File: src/rtl/perm_pkg.sv
// Shared types and helpers for the Keccak permutation state loader/drainer.
// Lanes are walked y-fastest: (0,0),(0,1)..(0,4),(1,0)..(4,4).
package perm_pkg;

  localparam int LANE_BITS = 64;
  localparam int NLANES    = 25;
  localparam int COORD_MAX = 4;

  typedef logic [LANE_BITS-1:0] lane_t;
  typedef logic [2:0]           coord_t;
  typedef logic [4:0]           lane_idx_t;

  typedef struct packed {
    coord_t x;
    coord_t y;
  } coord_pair_t;

  typedef enum logic {
    ST_IDLE   = 1'b0,
    ST_STREAM = 1'b1
  } stream_state_t;

  // Step one lane in stream order: y wraps first, then x; (4,4) wraps to (0,0).
  function automatic coord_pair_t next_coord(input coord_t x, input coord_t y);
    coord_pair_t r;
    if (y == coord_t'(COORD_MAX)) begin
      r.y = '0;
      r.x = (x == coord_t'(COORD_MAX)) ? coord_t'(0) : coord_t'(x + 3'd1);
    end else begin
      r.x = x;
      r.y = coord_t'(y + 3'd1);
    end
    return r;
  endfunction

  // Linear lane index in stream order.
  function automatic lane_idx_t lane_index(input coord_t x, input coord_t y);
    return lane_idx_t'(({2'b00, x} * 5'd5) + {2'b00, y});
  endfunction

endpackage

File: src/rtl/perm_lane_cnt.sv
// x/y lane counter walking the state in stream order. Clear wins over advance.
module perm_lane_cnt
  import perm_pkg::*;
(
  input  logic       clk,
  input  logic       rst,
  input  logic       clear,
  input  logic       advance,
  output logic [2:0] x,
  output logic [2:0] y,
  output logic [4:0] idx
);

  coord_t      x_reg;
  coord_t      y_reg;
  coord_pair_t step;

  assign step = next_coord(x_reg, y_reg);

  // Coordinate register: clear returns to (0,0), advance steps one lane.
  always_ff @(posedge clk or posedge rst) begin
    if (rst) begin
      x_reg <= '0;
      y_reg <= '0;
    end else if (clear) begin
      x_reg <= '0;
      y_reg <= '0;
    end else if (advance) begin
      x_reg <= step.x;
      y_reg <= step.y;
    end
  end

  assign x   = x_reg;
  assign y   = y_reg;
  assign idx = lane_index(x_reg, y_reg);

endmodule

File: src/rtl/perm_out_stream.sv
// Drains the final 5x5 permutation state lane by lane onto the
// pushout/stopout/firstout/dout handshake.
// Optional macro PERM_OUT_STREAM_LASTOUT_EN adds a lastout flag on the final lane.
module perm_out_stream
  import perm_pkg::*;
#(
  parameter int LANE_W    = 64,
  parameter int OUT_LANES = 25
) (
  input  logic              clk,
  input  logic              rst,
  input  logic              start,
  output logic              busy,
  output logic              done,
  output logic [2:0]        mrx,
  output logic [2:0]        mry,
  input  logic [LANE_W-1:0] mrd,
  output logic              pushout,
  input  logic              stopout,
  output logic              firstout,
`ifdef PERM_OUT_STREAM_LASTOUT_EN
  output logic              lastout,
`endif
  output logic [LANE_W-1:0] dout
);

  localparam lane_idx_t LAST_IDX = lane_idx_t'(OUT_LANES - 1);

  stream_state_t     state_reg, state_next;
  logic [LANE_W-1:0] dout_reg, dout_next;
  logic              push_reg, push_next;
  logic              first_reg, first_next;
  logic              last_reg, last_next;
  logic              busy_reg, busy_next;
  logic              done_reg, done_next;
  logic              cnt_clear;
  logic              cnt_advance;
  logic [2:0]        cnt_x;
  logic [2:0]        cnt_y;
  logic [4:0]        cnt_idx;
  logic              xfer;

  perm_lane_cnt u_cnt (
    .clk     (clk),
    .rst     (rst),
    .clear   (cnt_clear),
    .advance (cnt_advance),
    .x       (cnt_x),
    .y       (cnt_y),
    .idx     (cnt_idx)
  );

  // A lane leaves on every edge where it is offered and not back-pressured.
  assign xfer = push_reg && !stopout;

  // Next-state and datapath decisions; the counter always points at the
  // next lane to fetch, so mrd is the lane that follows the one in dout.
  always_comb begin
    state_next  = state_reg;
    dout_next   = dout_reg;
    push_next   = push_reg;
    first_next  = first_reg;
    last_next   = last_reg;
    busy_next   = busy_reg;
    done_next   = 1'b0;
    cnt_clear   = 1'b0;
    cnt_advance = 1'b0;
    case (state_reg)
      ST_IDLE: begin
        if (start) begin
          dout_next   = mrd;
          push_next   = 1'b1;
          first_next  = 1'b1;
          last_next   = (LAST_IDX == lane_idx_t'(0));
          busy_next   = 1'b1;
          cnt_advance = 1'b1;
          state_next  = ST_STREAM;
        end
      end
      ST_STREAM: begin
        if (xfer) begin
          if (last_reg) begin
            push_next  = 1'b0;
            first_next = 1'b0;
            last_next  = 1'b0;
            busy_next  = 1'b0;
            done_next  = 1'b1;
            cnt_clear  = 1'b1;
            state_next = ST_IDLE;
          end else begin
            dout_next   = mrd;
            first_next  = 1'b0;
            last_next   = (cnt_idx == LAST_IDX);
            cnt_advance = 1'b1;
          end
        end
      end
      default: begin
        state_next = ST_IDLE;
      end
    endcase
  end

  // State and output registers; reset aborts any stream without a done pulse.
  always_ff @(posedge clk or posedge rst) begin
    if (rst) begin
      state_reg <= ST_IDLE;
      dout_reg  <= '0;
      push_reg  <= 1'b0;
      first_reg <= 1'b0;
      last_reg  <= 1'b0;
      busy_reg  <= 1'b0;
      done_reg  <= 1'b0;
    end else begin
      state_reg <= state_next;
      dout_reg  <= dout_next;
      push_reg  <= push_next;
      first_reg <= first_next;
      last_reg  <= last_next;
      busy_reg  <= busy_next;
      done_reg  <= done_next;
    end
  end

  // Read address: parked at (0,0) while idle, otherwise the fetch counter.
  always_comb begin
    mrx = 3'd0;
    mry = 3'd0;
    if (state_reg == ST_STREAM) begin
      mrx = cnt_x;
      mry = cnt_y;
    end
  end

  assign dout     = dout_reg;
  assign pushout  = push_reg;
  assign firstout = first_reg;
  assign busy     = busy_reg;
  assign done     = done_reg;
`ifdef PERM_OUT_STREAM_LASTOUT_EN
  assign lastout  = push_reg && last_reg;
`endif

endmodule

File: config.mk
export PLATFORM = sky130hd
export DESIGN_NAME = perm_out_stream
export DESIGN_NICKNAME = d
export VERILOG_FILES = /design/src/rtl/perm_pkg.sv /design/src/rtl/perm_lane_cnt.sv /design/src/rtl/perm_out_stream.sv
export SDC_FILE = /design/constraint.sdc
export NUM_CORES = 1
export LEC_CHECK = 0
export ABC_CLOCK_PERIOD_IN_PS = 2820
export CORE_ASPECT_RATIO = 1.25
export CORE_MARGIN = 2
export CORE_UTILIZATION = 42
export CTS_CLUSTER_SIZE = 40
export DETAILED_ROUTE_END_ITERATION = 8
export PLACE_DENSITY_LB_ADDON = 0.12
export SLEW_MARGIN = 40
export SYNTH_ARGS = -nofsm -noshare
export SYNTH_HDL_FRONTEND = slang
export SYNTH_SLANG_ARGS = --single-unit
File: constraint.sdc
create_clock -name clk -period 2.82 [get_ports clk]
set_clock_uncertainty 0.15 [all_clocks]
set_input_delay 0.564 -clock clk [delete_from_list [all_inputs] [get_ports clk]]
set_output_delay 0.564 -clock clk [all_outputs]
set_load 0.02 [all_outputs]
==> qor.yml <==
status: "finished, final reports clean"
cts_max_path_buffers: 2
slew_headroom_pct: 74.6
dpl_worst_slack_ns: 0.349
slew_violations: 0
final.min_clock_period_ns: 2.38
rows: 35
antenna_found_initial: 0
drt_wl_total_um: 6840
clock-sinks: 75
synth-async-reset-ratio_pct: 100
rr_worst_depth: 6
syn_inst: 219
drc: 0
synth_largest_area_cell: "dfrtp_1"
antenna_left: 0
cts_tree: "yes"
hold_viol: 0
yosysWarnings: 0
pin_count: 142
initial_core_util_pct: 43.2
synth.distinct_cells: 29
die_h_um: 101
clock_latency_ns: 0.34
cp-end-kind: "output pin"
fmaxAchievable_mhz: 420
wl_per_cell_um: 14.8
drive_gt1_share_pct: 21.7
cp-start-kind: "register"
synthMuxAreaShare_pct: 22.8
drtPass1Iterations: 4
hold_buffers: 0
fin_ws_ns: 0.440
yosysTopAreaCellShare_pct: 59.4
tns_ns: 0
synth-simple-area-share_pct: 5.11
vdd_ir_drop_max_mv: 0.530
clock_tree.root_cell: "clkbuf_8"
dp_hpwl_um: 4950
max_cap_viol_count: 0
crit_arrival_ns: 1.67
coreArea_sq_um: 7310
synth_nets: 300
die_w_um: 81.6
first_global_vias: 2180
synth-compound-area-share_pct: 3.68
synth_common_cells: "dfrtp_1 (75), mux2_2 (59), ha_1 (12)"
overflow: 0
synth_edf_count: 0
ys.flop_type: "dfrtp_1"
largest_register_ffs: 64
cts_resized: 0
p_leak_nw: 2.07
grt_max_degree: 76
synth_most_common_cell: "dfrtp_1"
die_area_sq_um: 8240
syn_avg_cell_area_sq_um: 14.4
worstSetupPathType: "reg -> out"
synth_fa_ha_area_share_pct: 5.39
cts.clk_slew.worst_paths_ns: 0.08
worst_hold_path_type: "reg -> reg"
setup_viol: 0
portBuffers: 141
period_share_pct: 84.4
finalWeightedCongestion: 0.804
worst_slew_pin_slew_ns: 0.381
diodes: 0
grt_pass1_wl_um: 10900
yosysSeqAreaShare_pct: 59.4
netlist_top_cells_area: "dfrtp_1 (59%), mux2_2 (21%), ha_1 (4.8%), mux2_1 (1.8%), buf_4 (1.7%)"
critPathMaxFanout: 14
h-tree-depth: 3
rsz0062_at_grt: "false"
first_iter_violations: 79
fin_nets: 445
critPathRequiredTime_ns: 2.11
post_cts_buffers: 0
area_delta_synth_final_pct: 54.2
vias: 2216
synth_xor_area_share_pct: 0.832
synth_top_family_by_area: "multiplexers"
ys_ff_latch: 75
cts_buffers: 9
grt_usage_pct: 17.3
power_per_cell_area_nw_per_um2: 937
holdPathStages: 1
synth_area_sq_um: 3160
viasPerCell: 4.81
metal layers:
layer	GRT usage, %	share of wire (%)
met5	0	0
met3	3.58	7.3
met2	28.6	49
met4	7.56	2.3
met1	21.9	41
layout by cell type (no fill, tap or decap), types with 2 or more instances in the layout:
cell	instances
xnor2_1	2
and2b_1	2
nand3b_1	2
a21oi_1	8
nor2_1	5
ha_1	12
clkinvlp_4	3
inv_1	5
nand2_1	5
and2_1	6
clkbuf_8	10
buf_12	2
o21ai_0	6
a21o_1	2
mux2_2	59
dfrtp_1	75
mux2_1	5
clkdlybuf4s50_1	141
nor3_1	3
final timing paths:
| kind | from | end | slack [ns] |
|---|---|---|---|
| min in group asynchronous | rst | dout[47] | 0.49 |
| setup reg to reg | u_cnt.x[0] | last_reg | 0.52 |
| max in group asynchronous | rst | firstout | 1.74 |
| setup / recovery | state_reg | mry[0] | 0.44 |
| hold reg to reg | dout[55] | dout[55] | 0.34 |
| hold / removal | dout[55] | dout[55] | 0.34 |
power by group:
group	internal [mW]	total [mW]	switching, mW
clock	0.436	0.831	0.394
combinational	1.13	2.08	0.955
sequential	1.43	1.65	0.216
total	3.00	4.56	1.56
area by class of cell:
class	count	area [sq um]
fillers	574	2440
inverters	6	22.5
clock inverters	5	61.3
flip-flops and latches	75	1880
multi-input cells	128	1190
well taps	92	115
repair buffers	144	1460
clock buffers	11	141
logic make-up after synthesis:
kind of cell | count (synthesis)
multiplexers | 64
AND/OR/NAND/NOR | 29
adder cells (fa/ha/maj) | 13
XOR/XNOR | 3
AO/OA/AOI/OAI | 19
buffers and inverters | 16
flip-flops | 75
through the flow:
step	instance area [sq um]	hold slack (ns)	power, mW	std cells	util [%]
after floorplan	3160	0.313	2.79	219	-
after global placement	4670	0.323	3.73	445	63.8
after detailed placement	4670	0.331	3.78	445	63.8
after CTS	4870	0.350	4.62	461	66.6
after global routing	4870	0.357	4.87	461	66.6
final	4870	0.343	4.56	461	66.6
worst max-delay path, cell delays in order, from the launching register on:
cell and delay [ns]:
dfrtp_1 0.55, and2_1 0.18, clkdlybuf4s50_1 0.60
No activity file was read; power rests on OpenSTA's default activity.
